--- src/rtl/craps_pkg.sv ---
// Shared constants and types for the craps game clocking blocks.
// Latency: none (declarations only).
// Backpressure: not applicable.
package craps_pkg;

    // Fast system clock frequency; the slow clock under observation nominally runs at 1 Hz.
    localparam int unsigned CLK_HZ = 100_000_000;

    // Declare a stall after two nominal seconds without a slow edge.
    localparam int unsigned DEF_TIMEOUT_CYCLES = 2 * CLK_HZ;

    // Accept periods within +/-10 % of nominal.
    localparam int unsigned DEF_MIN_PERIOD = (CLK_HZ / 10) * 9;
    localparam int unsigned DEF_MAX_PERIOD = (CLK_HZ / 10) * 11;

    // Number of cycles after reset release before edge detection is armed. The s1/s2/s2_d
    // pipeline holds reset zeros until all three flops carry post-reset samples; arming any
    // earlier would report a high-at-release input as a rising edge.
    localparam logic [1:0] SYNC_WARMUP = 2'd3;

    // Slow clock monitor state.
    typedef enum logic [1:0] {
        IDLE  = 2'd0,
        RUN   = 2'd1,
        STALL = 2'd2
    } mon_state_e;

endpackage

--- src/rtl/sync_edge_detect.sv ---
// Two-flop synchroniser with rising-edge detector and post-reset warmup gate.
// Latency: input rise sampled at edge k -> rise high between edges k+1 and k+2 (combinational).
// Backpressure: none; pulses shorter than one clock period may be missed.
module sync_edge_detect
    import craps_pkg::*;
(
    input  logic clk,
    input  logic rst_n,
    input  logic din,
    output logic rise
);

    logic       s1;
    logic       s2;
    logic       s2_d;
    logic [1:0] warm;
    logic       armed;

    assign armed = (warm == SYNC_WARMUP);

    // Synchroniser pipeline, previous-value flop, and saturating warmup counter.
    always_ff @(posedge clk or negedge rst_n) begin
        if (!rst_n) begin
            s1   <= 1'b0;
            s2   <= 1'b0;
            s2_d <= 1'b0;
            warm <= 2'd0;
        end else begin
            s1   <= din;
            s2   <= s1;
            s2_d <= s2;
            if (!armed) begin
                warm <= warm + 2'd1;
            end
        end
    end

    assign rise = armed & s2 & ~s2_d;

endmodule

--- src/rtl/slow_clock_monitor.sv ---
// Monitors a slow asynchronous clock: tick per rise, period measurement, range and stall flags.
// Latency: slow_clk rise sampled at edge k -> tick/period_valid registered at edge k+2.
// Backpressure: none; outputs are pulses/levels that consumers must sample as they occur.
module slow_clock_monitor
    import craps_pkg::*;
#(
    parameter int unsigned CNT_W          = 32,
    parameter int unsigned TIMEOUT_CYCLES = DEF_TIMEOUT_CYCLES,
    parameter int unsigned MIN_PERIOD     = DEF_MIN_PERIOD,
    parameter int unsigned MAX_PERIOD     = DEF_MAX_PERIOD
) (
    input  logic             cin,
    input  logic             rst_n,
    input  logic             slow_clk,
    output logic             tick,
    output logic [CNT_W-1:0] period,
    output logic             period_valid,
    output logic             in_range,
    output logic             stalled,
    output logic [7:0]       tick_count
);

    localparam logic [CNT_W-1:0] CNT_MAX   = {CNT_W{1'b1}};
    localparam logic [CNT_W-1:0] CNT_ONE   = CNT_W'(1);
    localparam logic [CNT_W-1:0] TIMEOUT_C = CNT_W'(TIMEOUT_CYCLES);
    localparam logic [CNT_W-1:0] MIN_C     = CNT_W'(MIN_PERIOD);
    localparam logic [CNT_W-1:0] MAX_C     = CNT_W'(MAX_PERIOD);

    logic             rise;
    logic [CNT_W-1:0] cnt;
    mon_state_e       state;

    sync_edge_detect u_sync (
        .clk   (cin),
        .rst_n (rst_n),
        .din   (slow_clk),
        .rise  (rise)
    );

    // Cycles since the last qualified edge; restarts at 1 on an edge and saturates rather than wrapping.
    always_ff @(posedge cin or negedge rst_n) begin
        if (!rst_n) begin
            cnt <= '0;
        end else if (rise) begin
            cnt <= CNT_ONE;
        end else if (cnt != CNT_MAX) begin
            cnt <= cnt + CNT_ONE;
        end
    end

    // Monitor FSM with registered outputs; an edge takes priority over the stall threshold.
    always_ff @(posedge cin or negedge rst_n) begin
        if (!rst_n) begin
            state        <= IDLE;
            tick         <= 1'b0;
            period       <= '0;
            period_valid <= 1'b0;
            in_range     <= 1'b0;
            stalled      <= 1'b0;
            tick_count   <= 8'd0;
        end else begin
            tick         <= rise;
            period_valid <= 1'b0;
            if (rise) begin
                tick_count <= tick_count + 8'd1;
            end
            case (state)
                IDLE: begin
                    // First edge only opens a measurement window.
                    if (rise) begin
                        state <= RUN;
                    end
                end
                RUN: begin
                    if (rise) begin
                        period       <= cnt;
                        period_valid <= 1'b1;
                        in_range     <= (cnt >= MIN_C) && (cnt <= MAX_C);
                    end else if (cnt >= TIMEOUT_C) begin
                        state   <= STALL;
                        stalled <= 1'b1;
                    end
                end
                STALL: begin
                    // Recovery edge restarts the measurement; period and in_range keep stale values.
                    if (rise) begin
                        state   <= RUN;
                        stalled <= 1'b0;
                    end
                end
                default: begin
                    state <= IDLE;
                end
            endcase
        end
    end

endmodule
--- config.mk ---
export PLATFORM = sky130hd
export DESIGN_NAME = slow_clock_monitor
export DESIGN_NICKNAME = d
export VERILOG_FILES = /design/src/rtl/craps_pkg.sv /design/src/rtl/sync_edge_detect.sv /design/src/rtl/slow_clock_monitor.sv
export SDC_FILE = /design/constraint.sdc
export NUM_CORES = 1
export LEC_CHECK = 0
export ABC_AREA = 1
export CAP_MARGIN = 20
export CORE_MARGIN = 8
export CORE_UTILIZATION = 30
export CTS_BUF_LIST = sky130_fd_sc_hd__clkbuf_4
export CTS_CLUSTER_DIAMETER = 60
export DETAILED_ROUTE_END_ITERATION = 12
export MAX_ROUTING_LAYER = met4
export REMOVE_ABC_BUFFERS = 1
export SLEW_MARGIN = 20
export SYNTH_ARGS = -nofsm -noshare
export SYNTH_HDL_FRONTEND = slang
export SYNTH_SLANG_ARGS = --single-unit
--- constraint.sdc ---
create_clock -name cin -period 4.7 [get_ports cin]
set_clock_uncertainty 0.05 [all_clocks]
set_input_delay 0.47 -clock cin [delete_from_list [all_inputs] [get_ports cin]]
set_output_delay 0.47 -clock cin [all_outputs]
set_load 0.01 [all_outputs]
==> flow_metrics.tcl, run 1 <==
set metrics [dict create \
    grtUsageTotal_pct 14.7 \
    cts_max_level 3 \
    synth_area_mm2 0.00431 \
    clock_sinks 83 \
    p_comb_share_pct 15.3 \
    grt_pass1_vias 3833 \
    max_cap_viol_count 0 \
    cp.arrival_ns 2.89 \
    grt-ovfl-total 0 \
    swShare_pct 30.2 \
    io_buffers 46 \
    post_drt_wl_per_cell_um 15.7 \
    cts_made_buffers 9 \
    whs_ns 0.328 \
    max_freq_ghz 0.384 \
    critPathCaptureType "flop" \
    start_kind "flop" \
    drt-total-wl_mm 12.4 \
    coreArea_mm2 0.0143 \
    finalHoldViolations 0 \
    ant_nets 0 \
    ioPinCount 47 \
    p_leak_uw 0.00227 \
    worstMarginPinSlew_ns 0.937 \
    power_switching_uw 447 \
    cts_tree "built" \
    antenna_cells 0 \
    synth-simple-area-share_pct 33.6 \
    dr_total_vias 3786 \
    hold_path.class "reg2reg" \
    final_cell_mix "171 x nand2_1, 83 x dfrtp_1, 68 x nor2_1" \
    required_ns 4.99 \
    path_clk_slew_ns 0.15 \
    synth_top_family_by_area "simple AND/OR/NAND/NOR gates" \
    die_h_um 136 \
    post_synth.cell_area_avg_um2 7.74 \
    synth_cell_types 30 \
    clock_latency_ns 0.48 \
    slew_viol_final 0 \
    drc 0 \
    start_util_pct 30.1 \
    synth_fa_ha_area_share_pct 1.16 \
    path_class "reg2reg" \
    synth_seq_cells 83 \
    gp_congestion 0.960 \
    finalSetupViolCount 0 \
    layout-drive-gt1-share_pct 7.26 \
    area_growth_pct 17.3 \
    cp_max_fo 62 \
    fillers 1552 \
    ys_seq_area_share_pct 48.2 \
    p_int_uw 1030 \
    fp-row-count 44 \
    powerDensity_mw_per_mm2 293 \
    rsz0062_at_grt "false" \
    dr.pass1.iters 5 \
    peakVddDrop_uv 258 \
    viasPerCell 4.79 \
    mostFrequentLayoutCell "nand2_1" \
    status "complete, no violations" \
    grt_pass1_wl_mm 20.6 \
    dpl.hpwl_mm 9.14 \
    seqPwrFrac_pct 55.1 \
    finalCriticalPeriod_ns 2.60 \
    fin_crit_sh_pct 55.4 \
    root_buffer "clkbuf_4" \
    synthXorXnorAreaFrac_pct 2.44 \
    cts_setup_buffers 0 \
    muxShareOfSynthArea_pct 0.261 \
    nets 608 \
    clkPwrFrac_pct 29.6 \
    antenna_found_initial 0 \
    synthCells 557 \
    yosysWarningCount 0 \
    drt-initial-drc-count 290 \
    die-area_mm2 0.0185 \
    grt_max_degree 63 \
    relSlewSlack_pct 37.5 \
    synth_compound_area_share_pct 7.57 \
    fin_setup_tns_ns 0 \
    fp.dieW_um 136 \
    clock_path_buffers 2 \
]
flip-flops by register name, indices dropped and copies added, names as in the netlist:
| signal | cells |
|---|---|
| u_sync.s2_d | 1 |
| period | 32 |
| tick | 1 |
| state | 2 |
| stalled | 1 |
| u_sync.s1 | 1 |
| tick_count | 8 |
| cnt | 32 |
| in_range | 1 |
| u_sync.s2 | 1 |
| u_sync.warm | 2 |
| period_valid | 1 |
Yosys cell counts:
cell type,count,area [um2]
nor2_2,5,31.3
xor2_1,5,43.8
o31ai_2,1,12.5
nand4_1,10,62.6
nand3_1,44,220
nor2_4,6,67.6
a31oi_1,5,31.3
nand2_2,4,25.0
clkbuf_1,1,3.75
dfrtp_1,83,2080
nand3_4,1,17.5
mux2_2,1,11.3
o21ai_0,25,125
buf_4,2,15.0
o21ai_1,23,115
ha_1,4,50.1
a21oi_1,4,20.0
nor2_1,68,255
buf_2,8,40.0
inv_2,4,15.0
nor3_2,1,10.0
inv_1,47,176
o21a_1,1,7.51
xnor2_1,7,61.3
nor3_1,17,85.1
o31ai_1,2,15.0
or2_2,1,6.26
nand4_2,2,25.0
nand2_1,171,642
buf_6,4,45.0
kinds of logic (layout without fill, tap and decap cells):
logic type | count (synthesis) | count (layout)
compound gates | 61 | 61
xor+xnor | 12 | 12
fa+ha+maj | 4 | 4
buf+inv | 66 | 115
flops | 83 | 83
mux | 1 | 1
simple gates | 330 | 330
cell type report:
type | count | area, um2 | area share, %
Clock inverter | 7 | 75.1 | 1.48
Tap cell | 184 | 230 | 4.55
Multi-Input combinational cell | 408 | 1940 | 38.4
Clock buffer | 9 | 67.6 | 1.34
Timing Repair Buffer | 48 | 475 | 9.40
Inverter | 51 | 191 | 3.79
Sequential cell | 83 | 2080 | 41.1
repair_timing:
action	in CTS	in global routing
hold buffers	1	0
resized for setup	0	0
endpoints found under the hold margin	33	0
per-stage QoR:
step                area [um2]  utilization [%]  worst slack (ns)  cells  power [uW]
global route              5060             35.3              1.80    790        1570
detailed placement        4900             34.3              2.07    773        1060
global placement          4900             34.3              2.21    773        1050
CTS                       5060             35.3              2.06    790        1500
finish                    5060             35.3              2.10    790        1480
floorplan                 4210                -              2.69    542         928
path summary, 6_finish.rpt:
path	from	end	slack, ns	depth (start not counted)
min in group asynchronous	rst_n	period[23]	0.43	2
min	u_sync.s1	u_sync.s2	0.33	0
max reg2reg	u_sync.warm[0]	period[29]	2.10	7
max in group asynchronous	rst_n	period[21]	3.19	3
max	u_sync.warm[0]	period[29]	2.10	7
min reg2reg	u_sync.s1	u_sync.s2	0.33	0
critical path, cell delays in order, from the launching register on:
cell and delay (ns):
dfrtp_1 0.42, ha_1 0.25, nand2_1 0.12, nor2_4 0.10, inv_2 0.51, nor2_4 0.11
inv_2 0.71, o21ai_0 0.18
power groups by stage:
| stage | Combinational (uW) | Sequential [uW] | Clock, uW |
|---|---|---|---|
| floorplan | 93.3 | 835 | 0 |
| CTS | 231 | 816 | 454 |
| global placement | 224 | 826 | 0 |
| finish | 226 | 816 | 438 |
| detailed placement | 227 | 829 | 0 |
| global route | 254 | 825 | 487 |
routing by layer:
layer,vias to the layer above,GRT usage [%],part of all wire (%)
met5,-,-,0
met4,0,3.72,1.5
met3,16,4.10,6.9
met2,115,22.0,44
met1,1771,19.3,48
li1,1884,-,-
(Power assumes the default switching activity.)
==> run 2, diff against run 1 <==
==> constraint.sdc (replaced) <==
create_clock -name cin -period 2.09 [get_ports cin]
set_clock_uncertainty 0.05 [all_clocks]
set_input_delay 0.209 -clock cin [delete_from_list [all_inputs] [get_ports cin]]
set_output_delay 0.209 -clock cin [all_outputs]
set_load 0.01 [all_outputs]
==> run 2 against run 1 <==
Compared with the run above: non-clock buffer count rose by 21; sequential power rose by 120%; via count rose by 4.3%; power up 140%; clock power rose to 2.7 times the previous value; combinational power rose by 130%; flip-flop and latch count did not move.
==> flow_metrics.tcl, run 2 (synthesis gave the netlist of run 1 again) <==
set metrics [dict create \
    fp.dieW_um 136 \
    gp_congestion 0.958 \
    hold-path-cell-count 1 \
    fillers 1551 \
    root_buffer "clkbuf_4" \
    final_cell_mix "171 x nand2_1, 82 x dfrtp_1, 68 x nor2_1" \
    fin_crit_sh_pct 91.8 \
    grt_pass1_wl_mm 21.0 \
    cts_made_buffers 9 \
    io_buffers 46 \
    layout-drive-gt1-share_pct 10.5 \
    p_leak_uw 0.00240 \
    ant_nets 0 \
    dpl.hpwl_mm 9.94 \
    path_clk_slew_ns 0.13 \
    path_class "reg2reg" \
    required_ns 2.45 \
    fp-row-count 44 \
    clock_path_buffers 2 \
    clock_latency_ns 0.48 \
    holdPathEnd "u_sync.s1" \
    rsz0062_at_grt "false" \
    dpl.cell_count 794 \
    die-area_mm2 0.0185 \
    worstMarginPinSlew_ns 0.572 \
    area_growth_pct 21.8 \
    reg2reg_from "cnt[0]" \
    antenna_cells 0 \
    finalHoldViolations 0 \
    relSlewSlack_pct 61.8 \
    max_cap_viol_count 0 \
    nets 629 \
    reg2regPathDepth 8 \
    peakVddDrop_uv 394 \
    drt-total-wl_mm 13.0 \
    grt_max_degree 40 \
    mostFrequentLayoutCell "nand2_1" \
    start_kind "flop" \
    grt_pass1_vias 3981 \
    cp.arrival_ns 2.28 \
    powerDensity_mw_per_mm2 674 \
    antenna_found_initial 0 \
    hp-start "slow_clk" \
    max_stage_delay_ns 0.44 \
    finalCriticalPeriod_ns 1.92 \
    dr_total_vias 3948 \
    r2r_slack_ns 0.17 \
    cts_setup_buffers 0 \
    critPathCaptureType "flop" \
    cts_max_level 3 \
    crit-reg2reg-capture "cnt[25]" \
    layout.cells.non_filler 811 \
    post_drt_wl_per_cell_um 16.0 \
    fin_setup_tns_ns 0 \
    status "complete, no violations" \
    hold_path.class "in2reg" \
    cp_slowest_cell "dfrtp_2" \
    start_util_pct 30.1 \
    grtUsageTotal_pct 15.3 \
    clock_sinks 83 \
    grt-ovfl-total 0 \
    viasPerCell 4.87 \
    drc 0 \
    max_freq_ghz 0.521 \
    reg_top3 "cnt x32, period x32, tick_count x8" \
    finalSetupViolCount 0 \
    slew_viol_final 0 \
    path_cells "ha_2 -> nand3_1 -> inv_1 -> nand4_2 -> inv_2 -> nand3_4 -> buf_4 -> nand2_1" \
    coreArea_mm2 0.0143 \
    cp_max_fo 15 \
    cts_tree "built" \
    drt-initial-drc-count 283 \
    ioPinCount 47 \
    dr.pass1.iters 6 \
    die_h_um 136 \
]
## run 2: what timing repair did
action,in CTS,in global routing
gates resized for setup,0,2
endpoints found under the hold margin,36,0
endpoints found under the setup margin,0,15
hold buffers,1,0
## run 2: worst max-delay path: cells and delay by family (launching register included)
kind / cells / cell delay (ns)
buffers and inverters: 3 / 0.58
and+or+nand+nor: 4 / 0.54
DFF: 1 / 0.44
adders and majority gates: 1 / 0.24
## run 2: per-stage QoR
stage          utilization (%)  instance area [um2]  power [uW]  setup slack, ns  hold slack (ns)
4_1_cts                   36.7                 5250        3590            0.123           0.0685
6_report                  36.7                 5260        3540            0.172            0.102
2_1_floorplan                -                 4210        2090           0.0751           -0.137
3_3_place_gp              35.4                 5060        2370            0.228            0.187
3_5_place_dp              35.4                 5060        2380            0.164            0.191
5_1_grt                   36.7                 5260        3740           0.0452           0.0766
## run 2: metal layers
| layer | GRT usage, % | wire, um | vias up |
|---|---|---|---|
| met5 | - | 0 | - |
| met3 | 4.10 | 942 | 25 |
| met2 | 22.5 | 5780 | 131 |
| met4 | 7.38 | 363 | 0 |
| met1 | 19.3 | 5870 | 1873 |
| li1 | - | - | 1919 |
## run 2: worst max-delay path by stage
stage                   startpoint   endpoint  slack, ns  cells past startpoint
floorplan           u_sync.warm[0]  period[0]       0.08                      7
global placement           cnt[18]    cnt[29]       0.23                      7
detailed placement          cnt[0]    cnt[15]       0.16                      8
CTS                         cnt[0]    cnt[25]       0.12                      8
global route                cnt[0]    cnt[29]       0.05                      8
finish                      cnt[0]    cnt[25]       0.17                      8
## run 2: area by class of cell
class	count	area [um2]	area share [%]
Multi-Input combinational cell	408	1940	37.0
Clock buffer	10	75.1	1.43
Clock inverter	6	104	1.98
Timing Repair Buffer	69	633	12.0
Tap cell	184	230	4.38
Sequential cell	83	2080	39.5
Inverter	51	191	3.64
## run 2: power by group
part / switching [uW] / leakage [uW] / total [uW] / internal [uW]
clock network: 577 / 0.0000978 / 1190 / 611
registers: 117 / 0.00112 / 1830 / 1720
logic: 273 / 0.00119 / 518 / 245
